$ cat config.mk
export PLATFORM = sky130hd
export DESIGN_NAME = traffic_phase_ctrl_module
export DESIGN_NICKNAME = d
export VERILOG_FILES = /design/src/rtl/traffic_phase_ctrl_module.sv
export SDC_FILE = /design/constraint.sdc
export NUM_CORES = 1
export LEC_CHECK = 0
export ABC_AREA = 1
export CORE_MARGIN = 1.5
export CORE_UTILIZATION = 58
export CTS_BUF_LIST = sky130_fd_sc_hd__clkbuf_16
export CTS_CLUSTER_DIAMETER = 50
export CTS_CLUSTER_SIZE = 16
export DETAILED_ROUTE_END_ITERATION = 6
export PLACE_DENSITY = 0.87
export SLEW_MARGIN = 20
export SYNTH_ARGS = -nofsm -noshare
export SYNTH_HDL_FRONTEND = slang
export SYNTH_SLANG_ARGS = --single-unit
export TNS_END_PERCENT = 50
$ cat constraint.sdc
create_clock -name CLK -period 2.3 [get_ports CLK]
set_clock_uncertainty 0.05 [all_clocks]
set_input_delay 0.46 -clock CLK [delete_from_list [all_inputs] [get_ports CLK]]
set_output_delay 0.46 -clock CLK [all_outputs]
set_load 0.05 [all_outputs]
$ cat src/rtl/traffic_phase_ctrl_module.sv
// Two-road intersection phase controller: 1 s tick prescaler, phase FSM,
// seconds countdown for the display path, with pause and night-flash overrides.
module traffic_phase_ctrl_module #(
    parameter int unsigned TICK_DIV    = 50_000_000,
    parameter int unsigned GREEN_TIME  = 25,
    parameter int unsigned YELLOW_TIME = 3,
    parameter int unsigned ALLRED_TIME = 2
) (
    input  logic       CLK,
    input  logic       RSTn,
    input  logic       Pause,
    input  logic       Night_Mode,
    output logic [2:0] Light_A,
    output logic [2:0] Light_B,
    output logic [7:0] Number_Data,
    output logic [2:0] Phase
);

    typedef enum logic [2:0] {
        A_GRN = 3'd0,
        A_YEL = 3'd1,
        RED_1 = 3'd2,
        B_GRN = 3'd3,
        B_YEL = 3'd4,
        RED_2 = 3'd5,
        NIGHT = 3'd6
    } state_t;

    localparam logic [25:0] TICK_LAST = 26'(TICK_DIV - 1);
    localparam logic [7:0]  GRN_LOAD  = 8'(GREEN_TIME);
    localparam logic [7:0]  YEL_LOAD  = 8'(YELLOW_TIME);
    localparam logic [7:0]  RED_LOAD  = 8'(ALLRED_TIME);

    state_t      state;
    state_t      succ;
    logic [25:0] presc;
    logic        tick;
    logic        flash;

    // Lamp drive for a state, packed as {Light_A, Light_B}
    function automatic logic [5:0] lamps(input state_t s, input logic f);
        case (s)
            A_GRN:   lamps = {3'b001, 3'b100};
            A_YEL:   lamps = {3'b010, 3'b100};
            B_GRN:   lamps = {3'b100, 3'b001};
            B_YEL:   lamps = {3'b100, 3'b010};
            NIGHT:   lamps = {1'b0, f, 1'b0, 1'b0, f, 1'b0};
            default: lamps = {3'b100, 3'b100};
        endcase
    endfunction

    // Countdown load value for a freshly entered state
    function automatic logic [7:0] load_of(input state_t s);
        case (s)
            A_GRN, B_GRN: load_of = GRN_LOAD;
            A_YEL, B_YEL: load_of = YEL_LOAD;
            RED_1, RED_2: load_of = RED_LOAD;
            default:      load_of = '0;
        endcase
    endfunction

    // Tick decode and successor of the current state in the normal cycle
    always_comb begin
        tick = (presc == TICK_LAST);
        case (state)
            A_GRN:   succ = A_YEL;
            A_YEL:   succ = RED_1;
            RED_1:   succ = B_GRN;
            B_GRN:   succ = B_YEL;
            B_YEL:   succ = RED_2;
            default: succ = A_GRN;
        endcase
    end

    // Phase FSM with prescaler, countdown and registered lamp/phase outputs
    always_ff @(posedge CLK or negedge RSTn) begin
        if (!RSTn) begin
            state                <= A_GRN;
            presc                <= '0;
            flash                <= 1'b0;
            Number_Data          <= GRN_LOAD;
            {Light_A, Light_B}   <= {3'b001, 3'b100};
            Phase                <= 3'd0;
        end else if (Night_Mode) begin
            if (state != NIGHT) begin
                // Night entry wins over any coincident tick
                state              <= NIGHT;
                presc              <= '0;
                flash              <= 1'b1;
                Number_Data        <= '0;
                {Light_A, Light_B} <= lamps(NIGHT, 1'b1);
                Phase              <= NIGHT;
            end else begin
                presc <= tick ? '0 : presc + 26'd1;
                if (tick) begin
                    flash              <= ~flash;
                    {Light_A, Light_B} <= lamps(NIGHT, ~flash);
                end
            end
        end else if (state == NIGHT) begin
            // Leave night through all-red so the next green is always road A
            state              <= RED_2;
            presc              <= '0;
            flash              <= 1'b0;
            Number_Data        <= RED_LOAD;
            {Light_A, Light_B} <= lamps(RED_2, 1'b0);
            Phase              <= RED_2;
        end else if (!Pause) begin
            presc <= tick ? '0 : presc + 26'd1;
            if (tick) begin
                if (Number_Data == 8'd1) begin
                    state              <= succ;
                    Number_Data        <= load_of(succ);
                    {Light_A, Light_B} <= lamps(succ, 1'b0);
                    Phase              <= succ;
                end else begin
                    Number_Data <= Number_Data - 8'd1;
                end
            end
        end
    end

endmodule

[Yosys cells after proc, flatten, opt, wreduce, memory -nomap -nowiden]
Cells that the tools add are included.
Word-level totals
  output and inout port bits: 17
  register bits after elaboration: 44
  word-level logic and storage cells: 74
  input bits: 4
Operators by class
  reduce and logical (&&, ||, !) cells: 12
  bitwise gates (word level): 1
  equality and inequality tests: 17
  multiplexer cells: 36
  add/subtract/negate cells: 2
Operators with widths (count)
  2-to-1 mux 26 bit: 5
  2-to-1 mux 3 bit: 18
  2-to-1 mux 8 bit: 6
  case mux 6 bit (5 select lines): 1
  adder 26 x 1 -> 26 bit (second input constant): 1
  equality test 26 bit (second input constant): 1
  equality test 3 bit (second input constant): 5
  case mux 3 bit (5 select lines): 1
  case mux 5 bit (3 select lines): 1
  equality test 3 x 2 -> 1 bit (second input constant): 4
  equality test 8 x 1 -> 1 bit (second input constant): 1
  AND reduction 4 bit: 2
  subtractor 8 x 1 -> 8 bit (second input constant): 1
  equality test 3 x 1 -> 1 bit (second input constant): 2
  zero test 3 bit: 2
  != test 3 x 1 -> 1 bit (second input constant): 2
  nonzero test 3 bit: 2
  OR reduction 2 bit: 3
  2-to-1 mux 1 bit: 4
  != test 3 bit (second input constant): 1
  AND reduction 3 bit: 1
  != test 2 x 1 -> 1 bit (second input constant): 1
  AND reduction 2 bit: 1
  nonzero test 2 bit: 1
  NOT 1 bit: 1

[Depth between registers and ports, before layout]
  word-level depth: 10
  gate-level depth with buffers: 12

[Least setup slack after synthesis]
No wires, ideal clock.
  kind: reg2reg
  start: reg Number_Data[0]
  end: reg Light_A[1]
  buffers on the path: 0
  cell stages (with the launch flop): 9
  path slack: 376 ps
  library setup time: 118 ps
  required time: 2132 ps
  arrival: 1756 ps
  cells stage by stage: dfstp_2 > ha_1 > nand3_1 > nor2_1 > nor2_1 > inv_1 > nand2_1 > nand2_1 > nand2_1
On the way
  word-level cells in the longest chain between the ends: 3
Ends and longest elaborated chain
  start, declared: line 15  | output logic [7:0] Number_Data,
  start signal, assigned: line 113  | Number_Data <= load_of(succ);
  start signal, assigned: line 117  | Number_Data <= Number_Data - 8'd1;
  equality test 8 x 1 -> 1 bit: line 111  | if (Number_Data == 8'd1) begin
  nonzero test 3 bit (no source line)
  AND reduction 4 bit (no source line)
  end signal, assigned: line 97  | {Light_A, Light_B} <= lamps(NIGHT, ~flash);
  end signal, assigned: line 106  | {Light_A, Light_B} <= lamps(RED_2, 1'b0);
  end signal, assigned: line 114  | {Light_A, Light_B} <= lamps(succ, 1'b0);
  end, declared: line 13  | output logic [2:0] Light_A,
Every way passes these cells.
A chain may end at the register's enable or synchronous reset.

==> impl_metrics.tcl <==
set metrics [dict create \
    clockBufferDepth 2 \
    worstSkewPairLatency_ps 290 \
    post_drt_wl_per_cell_um 13.89 \
    netlist_area_um2 2750 \
    numClockSinks 44 \
    cts_setup_buffers 0 \
    period_share_pct 95.82 \
    cts-hold-fix-buffers 0 \
    die_h_um 71.86 \
    vias 2570 \
    layout-drive-gt1-share_pct 13.61 \
    gr-total-overflow 0 \
    grt_usage_pct 27.22 \
    dieArea_um2 5164 \
    placedCellCount 448 \
    area_growth_syn_to_layout_pct 16.61 \
    port_buffers 20 \
    cts_made_buffers 5 \
    rsz0062_at_grt "false" \
    via_per_inst 5.636 \
    stdcell_count 456 \
    worst-path-buf-inv 1 \
    fin_tns_setup_ps 0 \
    grt_pass1_vias 2441 \
    grt_max_degree 18 \
    core_area_um2 4444 \
    startpoint "state[0]" \
    drc 0 \
    nets 410 \
    cts_tree "done" \
    rr_startpoint "presc[0]" \
    grt_pass1_wl_mm 11.00 \
    firstDrtPassIters 5 \
    use_met1_pct 38.22 \
    antenna_found_initial 0 \
    drv_cap 0 \
    cp.arrival_ps 1690 \
    setup_violations 0 \
    leakagePower_nw 1.463 \
    relSlewSlack_pct 66.37 \
    cts_max_level 2 \
    postRouteAntennaNets 0 \
    cp_slowest_cell "clkdlybuf4s50_1" \
    fp.dieW_um 71.86 \
    final_common_cell "nand2_1" \
    final_cell_mix "nand2_1, nor2_1, dfrtp_1" \
    avgSynthCellArea_um2 7.453 \
    critPathKind "flop to output pin" \
    cp.required_ps 1790 \
    synth_cell_types 33 \
    syn_inst 369 \
    critPathMaxStageDelay_ps 870 \
    final-hold-violation-count 0 \
    ir_drop_mv 1.156 \
    initial_core_util_pct 61.88 \
    met3_usage_pct 5.767 \
    hp-class "input pin to asynchronous set/reset pin" \
    drt_iter0_markers 294 \
    run_status "finished, final reports clean" \
    syn_nets 376 \
    ys_ff_latch 44 \
    critPathLaunchType "flop" \
    clkTransAtPathRegs_ps 60 \
    worst_slew_pin_slew_ps 502.9 \
    root_buffer "clkbuf_16" \
    yosysSeqAreaShare_pct 40.26 \
    max_freq_mhz 453.7 \
    total_power_mw 3.800 \
    path_max_fanout 11 \
    gp_congestion 0.9023 \
    ios 21 \
    slew_violations 0 \
    post_cts_resized 0 \
    synth_warnings 0 \
    grt_busiest_layer "met2" \
    fin_crit_ps 2204 \
    p_per_area_nw_per_um2 1185 \
    num_rows 24 \
    crit_family "buffers and inverters" \
    wl_mm 6.334 \
    use_met2_pct 42.80 \
    num_antenna_cells 0 \
    worstPathCellList "clkdlybuf4s50_1" \
    dp_hpwl_mm 4.579 \
    critPathCaptureType "output pin" \
]
## flip-flops by register name (all words and copies together), names as in the netlist
| signal | flops |
|---|---|
| Light_B | 3 |
| presc | 26 |
| Light_A | 3 |
| Number_Data | 8 |
| flash | 1 |
| state | 3 |
## worst reg2reg max path, delay by kind of cell, from the launching register on
family                     cells  cell delay (ps)
adders and majority gates      1              210
and+or+nand+nor                9             1190
DFF                            1              400
## per-layer routing
layer / vias up / share of wire (%)
met4: 0 / 1.2
met5: - / 0
met3: 9 / 6.7
li1: 1260 / -
met2: 96 / 47
met1: 1205 / 45
## stage by stage
step                      area [um^2]  setup slack, ps  utilization, %  hold slack, ps
after floorplan                  2750            376.0               -           114.4
after global placement           3039            80.97           68.38           319.1
after detailed placement         3039            20.34           68.38           323.4
after CTS                        3207            96.82           72.16           16.62
after global routing             3207            57.75           72.16           27.12
final                            3207            96.05           72.16           12.93
## cells by family after synthesis
group | Yosys count | synth area share (%)
buf+inv | 47 | 8.007
compound gates | 40 | 8.599
xor+xnor | 5 | 1.592
flops | 44 | 40.26
simple gates | 230 | 40.17
fa+ha+maj | 3 | 1.365
## path summary, 6_finish.rpt
path | cells after the start | slack (ps) | endpoint
min in group CLK | 2 | 430 | Light_B[2]
max in group asynchronous | 2 | 1570 | Light_A[0]
setup / recovery | 1 | 100 | Phase[0]
setup reg to reg | 10 | 340 | Light_A[1]
hold reg to reg | 2 | 430 | Light_B[2]
hold / removal | 1 | 10 | presc[3]
## where the power goes
group | total, mW | switching, mW | internal (mW)
registers | 1.15 | 0.194 | 0.960
clock network | 0.805 | 0.294 | 0.510
logic | 1.84 | 1.22 | 0.620
total | 3.80 | 1.71 | 2.09
## area by class of cell
class | instances | area, um^2
multi-input cells | 278 | 1423
repair buffers | 33 | 290.3
clock inverters | 3 | 42.54
flip-flops and latches | 44 | 1107
inverters | 41 | 153.9
fillers | 340 | 1237
clock buffers | 5 | 125.1
well taps | 52 | 65.06
## Yosys cell counts
cell	count	share of area [%]
nand3_1	22	4.0
o21ai_1	2	0.36
o21bai_4	1	0.68
o21ai_2	4	1.3
ha_1	3	1.4
inv_1	38	5.2
clkbuf_8	1	0.50
nor2_1	55	7.5
inv_2	2	0.27
o21ai_0	12	2.2
xor2_1	4	1.3
nand2_1	105	14
nand2_2	4	0.91
nand3_4	2	1.3
a21oi_1	18	3.3
clkinv_1	1	0.14
o211ai_1	2	0.55
nor3_1	9	1.6
xnor2_1	1	0.32
nor2_4	6	2.5
dfstp_2	5	4.8
nand4_4	2	1.5
buf_4	1	0.27
nand3b_1	3	0.82
nand2_4	2	0.82
a211oi_1	1	0.27
dfrtp_1	39	35
or2_2	1	0.23
nor2_2	2	0.45
buf_6	4	1.6
nor3_2	2	0.73
nor3b_1	1	0.27
nand4_1	14	3.2
Power figures use the tool's default switching activity.
==> RTL change 1 (same flow settings) <==
Register the output `Phase` once more, with the module's reset; this adds one clock of latency there. The other outputs are not delayed to match. Comments in the files are not updated.
--- a/src/rtl/traffic_phase_ctrl_module.sv
+++ b/src/rtl/traffic_phase_ctrl_module.sv
@@ -30,6 +30,8 @@
     localparam logic [7:0]  GRN_LOAD  = 8'(GREEN_TIME);
     localparam logic [7:0]  YEL_LOAD  = 8'(YELLOW_TIME);
     localparam logic [7:0]  RED_LOAD  = 8'(ALLRED_TIME);
+
+    logic [2:0] Phase_s0;
 
     state_t      state;
     state_t      succ;
@@ -80,7 +82,7 @@
             flash                <= 1'b0;
             Number_Data          <= GRN_LOAD;
             {Light_A, Light_B}   <= {3'b001, 3'b100};
-            Phase                <= 3'd0;
+            Phase_s0             <= 3'd0;
         end else if (Night_Mode) begin
             if (state != NIGHT) begin
                 // Night entry wins over any coincident tick
@@ -89,7 +91,7 @@
                 flash              <= 1'b1;
                 Number_Data        <= '0;
                 {Light_A, Light_B} <= lamps(NIGHT, 1'b1);
-                Phase              <= NIGHT;
+                Phase_s0           <= NIGHT;
             end else begin
                 presc <= tick ? '0 : presc + 26'd1;
                 if (tick) begin
@@ -104,7 +106,7 @@
             flash              <= 1'b0;
             Number_Data        <= RED_LOAD;
             {Light_A, Light_B} <= lamps(RED_2, 1'b0);
-            Phase              <= RED_2;
+            Phase_s0           <= RED_2;
         end else if (!Pause) begin
             presc <= tick ? '0 : presc + 26'd1;
             if (tick) begin
@@ -112,7 +114,7 @@
                     state              <= succ;
                     Number_Data        <= load_of(succ);
                     {Light_A, Light_B} <= lamps(succ, 1'b0);
-                    Phase              <= succ;
+                    Phase_s0           <= succ;
                 end else begin
                     Number_Data <= Number_Data - 8'd1;
                 end
@@ -120,5 +122,13 @@
         end
     end
 
+    always_ff @(posedge CLK or negedge RSTn) begin
+        if (!RSTn) begin
+            Phase <= '0;
+        end else begin
+            Phase <= Phase_s0;
+        end
+    end
+
 endmodule
 
Function: changed (a bounded check fails within 4 cycles, from zero or initial values and one cycle with RSTn low).
==> RTL change 1 against the unedited design <==
Setup slack gained 0.0041 ns; routed wire length shrank 3.9%; sequential cell count grew 3; count of clock-buffer cells in the layout is the same; synthesized area grew 0.18%; core utilization shrank 2.0 points; fmax grew 0.18%; synthesized cell count grew 0.54%; final area shrank 2.1%; power shrank 5.2%; final cell count shrank 1.8%; critical path depth is the same; critical endpoint is now Number_Data[4]; largest power group unchanged; highest routed layer unchanged.
==> RTL change 1: results (changes against the unedited design) <==
Clocking
The number of buffers inserted by post-CTS setup repair was 0 (unchanged). The clock input transition at the sequential cells of the worst setup and hold paths is 0.06 ns (about the same). At the later pin of the worst-skew pair, clock insertion delay measures 0.28 ns. The number of buffers on the longest clock path is 2 (unchanged). The number of CTS-inserted buffers came to 5 (unchanged). The library cell used as clock root buffer was sky130_fd_sc_hd__clkbuf_16 (unchanged).

Place
The total half-perimeter wirelength after legalization and detailed placement is 4410 um (was 4580 um). The worst slack at placement is 0.116 ns (was 0.0203 ns). The post-placement cell count is 441 (was 448). The post-detailed-placement cell area is 3010 um^2 (was 3040 um^2).

The count of buffers from port buffering was 20 (unchanged). The placer's final routability congestion estimate was 0.905 (was 0.902).

Yosys
The share of async-settable or async-resettable flops after synthesis is 100% (unchanged). The unique cell type count in the Yosys netlist was 33 (unchanged). Cell types with the highest counts after synthesis: sky130_fd_sc_hd__nand2_1, sky130_fd_sc_hd__nor2_1, sky130_fd_sc_hd__dfrtp_1 (unchanged). The total of warnings raised by yosys is 0 (unchanged). The sequential fraction of the synthesis area came to 42.9% (was 40.3%). The post-synthesis average cell area came to 7.43 um^2 (was 7.45 um^2). The number of nets produced by synthesis is 378 (was 376). Leading cell types by total area after synthesis: sky130_fd_sc_hd__dfrtp_1, sky130_fd_sc_hd__nand2_1, sky130_fd_sc_hd__nor2_1 (unchanged).

Setup path
The launch point of the worst reg-to-reg path is presc[1] (was presc[0]). The path depth of the worst reg2reg path is 10 (unchanged). The startpoint of the worst setup timing path is Number_Data[4] (was state[0]). The critical path's slowest cell was sky130_fd_sc_hd__clkdlybuf4s50_1 (unchanged). The maximum net fanout on the critical path is 6 (was 11).

The setup slack of the most critical reg-to-reg path is 0.30 ns (was 0.34 ns). The family with the most delay on the worst path is buffers and inverters (unchanged). The peak per-stage delay on the critical path was 0.82 ns (was 0.87 ns). The endpoint of the most critical register-to-register path is Light_B[1] (was Light_A[1]). The endpoint of the most critical setup path is Number_Data[4] (was Phase[0]).

Final layout
Largest registers: presc: 26 flops, Number_Data: 8 flops (unchanged). The final layout net count was 403 (was 410). The number of diodes added for antenna fixing is 0 (unchanged).

The share of post-route cells with drive strength above 1 came to 11.4% (was 13.6%).

Global routing
The number of global-route vias before repair is 2314 (was 2441). The wire length of the first global-routing pass is 10500 um (was 11000 um). The overall fraction of global-route tracks in use was 25.6% (was 27.2%). The pin count of the biggest net entering global routing is 26 (was 18). The number of antenna violations at the first check in global routing is 0 (unchanged).

STA
The slew of the pin with the lowest slew margin is 0.560 ns (was 0.503 ns). The final clock period utilization by the worst path came to 95.6% (was 95.8%). The worst hold margin is 0.108 ns (was 0.0129 ns).

Detailed routing
The count of vias placed by the detailed router is 2541 (was 2570). The wire length reported by the detailed router is 6090 um (was 6330 um). The number of DRC markers in iteration 0 is 280 (was 294). The via-per-instance ratio is 5.67 (was 5.64).

Outcome
Outcome: finished clean (unchanged).

Power and ir drop
The worst vdd rail ir drop is 0.000796 V (was 0.00116 V). The switching share of power came to 45.7% (was 45.0%). The static leakage is 1.44 nW (was 1.46 nW).

Worst hold path
The worst hold-check path type is in2async (unchanged).
RTL change 1: changes by cell type after synthesis, sizes merged, moves of 4 or more:
cell / unedited run / this run
nand3: 24 / 40
nand2: 111 / 101
o21ai: 18 / 28
nand4: 16 / 10
nor3: 11 / 6
nor2: 63 / 59
RTL change 1: area by class of cell:
type / instances / area, um^2
clock inverters: 2 / 7.51
fillers: 349 / 1330
repair buffers: 25 / 245
well taps: 52 / 65.1
multi-input cells: 274 / 1350
flip-flops and latches: 47 / 1180
clock buffers: 5 / 125
inverters: 43 / 161
RTL change 1: cell families (layout without fill, tap and decap cells):
| family | after synthesis | after routing | share of synthesized area, % |
|---|---|---|---|
| adder cells (fa/ha/maj) | 3 | 3 | 1.36 |
| XOR/XNOR | 5 | 5 | 1.59 |
| flip-flops | 47 | 47 | 42.9 |
| buffers and inverters | 50 | 75 | 7.95 |
| AND/OR/NAND/NOR | 218 | 218 | 35.8 |
| AO/OA/AOI/OAI | 48 | 48 | 10.4 |
RTL change 1: power groups by stage:
stage | sequential (mW) | clock (mW) | combinational (mW)
3_5_place_dp | 1.23 | 0 | 1.68
3_3_place_gp | 1.21 | 0 | 1.64
5_1_grt | 1.24 | 0.724 | 1.86
4_1_cts | 1.21 | 0.687 | 1.70
2_1_floorplan | 1.64 | 0 | 0.827
6_report | 1.22 | 0.675 | 1.71
RTL change 1: routing by layer:
metal	routed length, um	part of all wire (%)	global-route usage [%]
met1	2900	48	37.3
met5	0	0	0
met2	2720	45	39.0
met4	120	2.0	9.01
met3	347	5.7	4.44
==> RTL change 2 (config.mk and constraints unchanged) <==
Made on the original files. Set the parameter `TICK_DIV` to 25_000_000 (it was 50_000_000).
--- a/src/rtl/traffic_phase_ctrl_module.sv
+++ b/src/rtl/traffic_phase_ctrl_module.sv
@@ -1,7 +1,7 @@
 // Two-road intersection phase controller: 1 s tick prescaler, phase FSM,
 // seconds countdown for the display path, with pause and night-flash overrides.
 module traffic_phase_ctrl_module #(
-    parameter int unsigned TICK_DIV    = 50_000_000,
+    parameter int unsigned TICK_DIV    = 25_000_000,
     parameter int unsigned GREEN_TIME  = 25,
     parameter int unsigned YELLOW_TIME = 3,
     parameter int unsigned ALLRED_TIME = 2
Behaviour: same outputs for any inputs over 10 cycles, from zero or initial values and one cycle with RSTn low; that may be too few to reach the edited logic, so the function may still have changed.
==> RTL change 2 against the unedited design <==
Count of clock-buffer cells in the layout stayed put; sequential share of layout area rose by 0.42 points; final area fell by 1.2%; power fell by 7.4%; synthesized area is 0.50% higher; routed wire length down 5.6%; non-clock buffer count decreased by 9; clock power down 14%; setup slack gained 0.028 ns; sequential cell count did not move; critical path type unchanged; highest routed layer unchanged.
==> RTL change 2: results (changes against the unedited design) <==
STA
The headroom to the max-slew limit is 63.4% (was 66.4%).

Power and ir drop
The static leakage is 1.55 nW (was 1.46 nW). The worst vdd rail ir drop is 0.000758 V (was 0.00116 V).

Clocking
The source-to-sink clock delay at the later pin of the worst-skew pair is 0.29 ns (about the same). The count of cells resized by post-cts repair is 0 (unchanged).

Setup path
The launch point of the worst reg-to-reg path is presc[1] (was presc[0]). The startpoint of the worst setup timing path is state[2] (was state[0]). The setup slack of the most critical reg-to-reg path is 0.41 ns (was 0.34 ns). The peak per-stage delay on the critical path is 0.87 ns (about the same).

The endpoint of the most critical setup path is Phase[2] (was Phase[0]). The maximum net fanout on the critical path is 7 (was 11). The endpoint of the most critical register-to-register path is presc[11] (was Light_A[1]). The path depth of the worst reg2reg path came to 11 (was 10).

Place
The placer's final routability congestion estimate was 0.923 (was 0.902). The post-detailed-placement cell area is 3030 um^2 (was 3040 um^2). The total half-perimeter wirelength after legalization and detailed placement came to 4420 um (was 4580 um).

The post-placement cell count is 459 (was 448).

Yosys
Leading cell types by total area after synthesis: sky130_fd_sc_hd__dfrtp_1, sky130_fd_sc_hd__nand2_1, sky130_fd_sc_hd__nor2_1 (unchanged). The number of nets produced by synthesis is 393 (was 376). Cell types with the highest counts after synthesis: sky130_fd_sc_hd__nand2_1, sky130_fd_sc_hd__nor2_1, sky130_fd_sc_hd__inv_1 (was sky130_fd_sc_hd__nand2_1, sky130_fd_sc_hd__nor2_1, sky130_fd_sc_hd__dfrtp_1).

The count of mapped cells out of synthesis is 386 (was 369). The sequential fraction of the synthesis area came to 40.1% (was 40.3%).

Detailed routing
The via-per-instance ratio is 5.42 (was 5.64). The first-pass iteration count of the detailed router is 4 (was 5). The average wire per standard cell is 12.8 um (was 13.9 um).

The number of DRC markers in iteration 0 was 148 (was 294). The count of vias placed by the detailed router was 2531 (was 2570).

Global routing
The pin count of the biggest net entering global routing is 45 (was 18). The overall fraction of global-route tracks in use came to 25.5% (was 27.2%). The number of antenna violations at the first check in global routing is 0 (unchanged). The wire length of the first global-routing pass was 10400 um (was 11000 um).

Final layout
The count of fill cells added during filler insertion is 353 (was 340). The final layout net count is 421 (was 410). The share of post-route cells with drive strength above 1 is 11.1% (was 13.6%).

Outcome
Outcome: finished clean (unchanged).
[RTL change 2: report_power, final]
| part | switching, mW | total [mW] | internal, mW |
|---|---|---|---|
| Combinational | 1.16 | 1.71 | 0.551 |
| Sequential | 0.164 | 1.12 | 0.954 |
| Clock | 0.296 | 0.690 | 0.395 |
| Total | 1.62 | 3.52 | 1.90 |
[RTL change 2: logic make-up (layout without fill, tap and decap cells)]
group	count (synthesis)	count (layout)	synth area share, %
simple gates	227	227	37.7
buf+inv	60	89	8.74
compound gates	44	44	9.64
flops	44	44	40.1
xor+xnor	8	8	2.54
fa+ha+maj	3	3	1.36
[RTL change 2: metrics by stage]
stage	utilization, %	setup slack (ns)
floorplan	-	0.455
global placement	67.7	0.189
detailed placement	67.7	0.133
CTS	70.8	0.117
global route	70.8	0.0948
finish	70.8	0.125
[RTL change 2: final cells by class]
cell class | instances | share of cell area, %
Multi-Input combinational cell | 282 | 44.7
Sequential cell | 44 | 35.0
Timing Repair Buffer | 24 | 7.11
Inverter | 57 | 6.79
Clock buffer | 5 | 3.95
Tap cell | 52 | 2.05
Clock inverter | 3 | 0.474
[RTL change 2: layer usage]
layer  wire (um)  track usage (%)  share of wire, %
met1        2490             29.7                42
met2        3110             44.1                52
met3         269             6.39               4.5
met4         110             11.5               1.8
met5           0                0                 0
[RTL change 2: worst min-delay path by stage]
stage,endpoint,slack (ns)
after global placement,Light_B[0],0.42
after global routing,presc[11],0.27
after CTS,presc[9],0.22
after floorplan,Light_A[1],0.11
final,presc[10],0.20
after detailed placement,Light_B[0],0.42
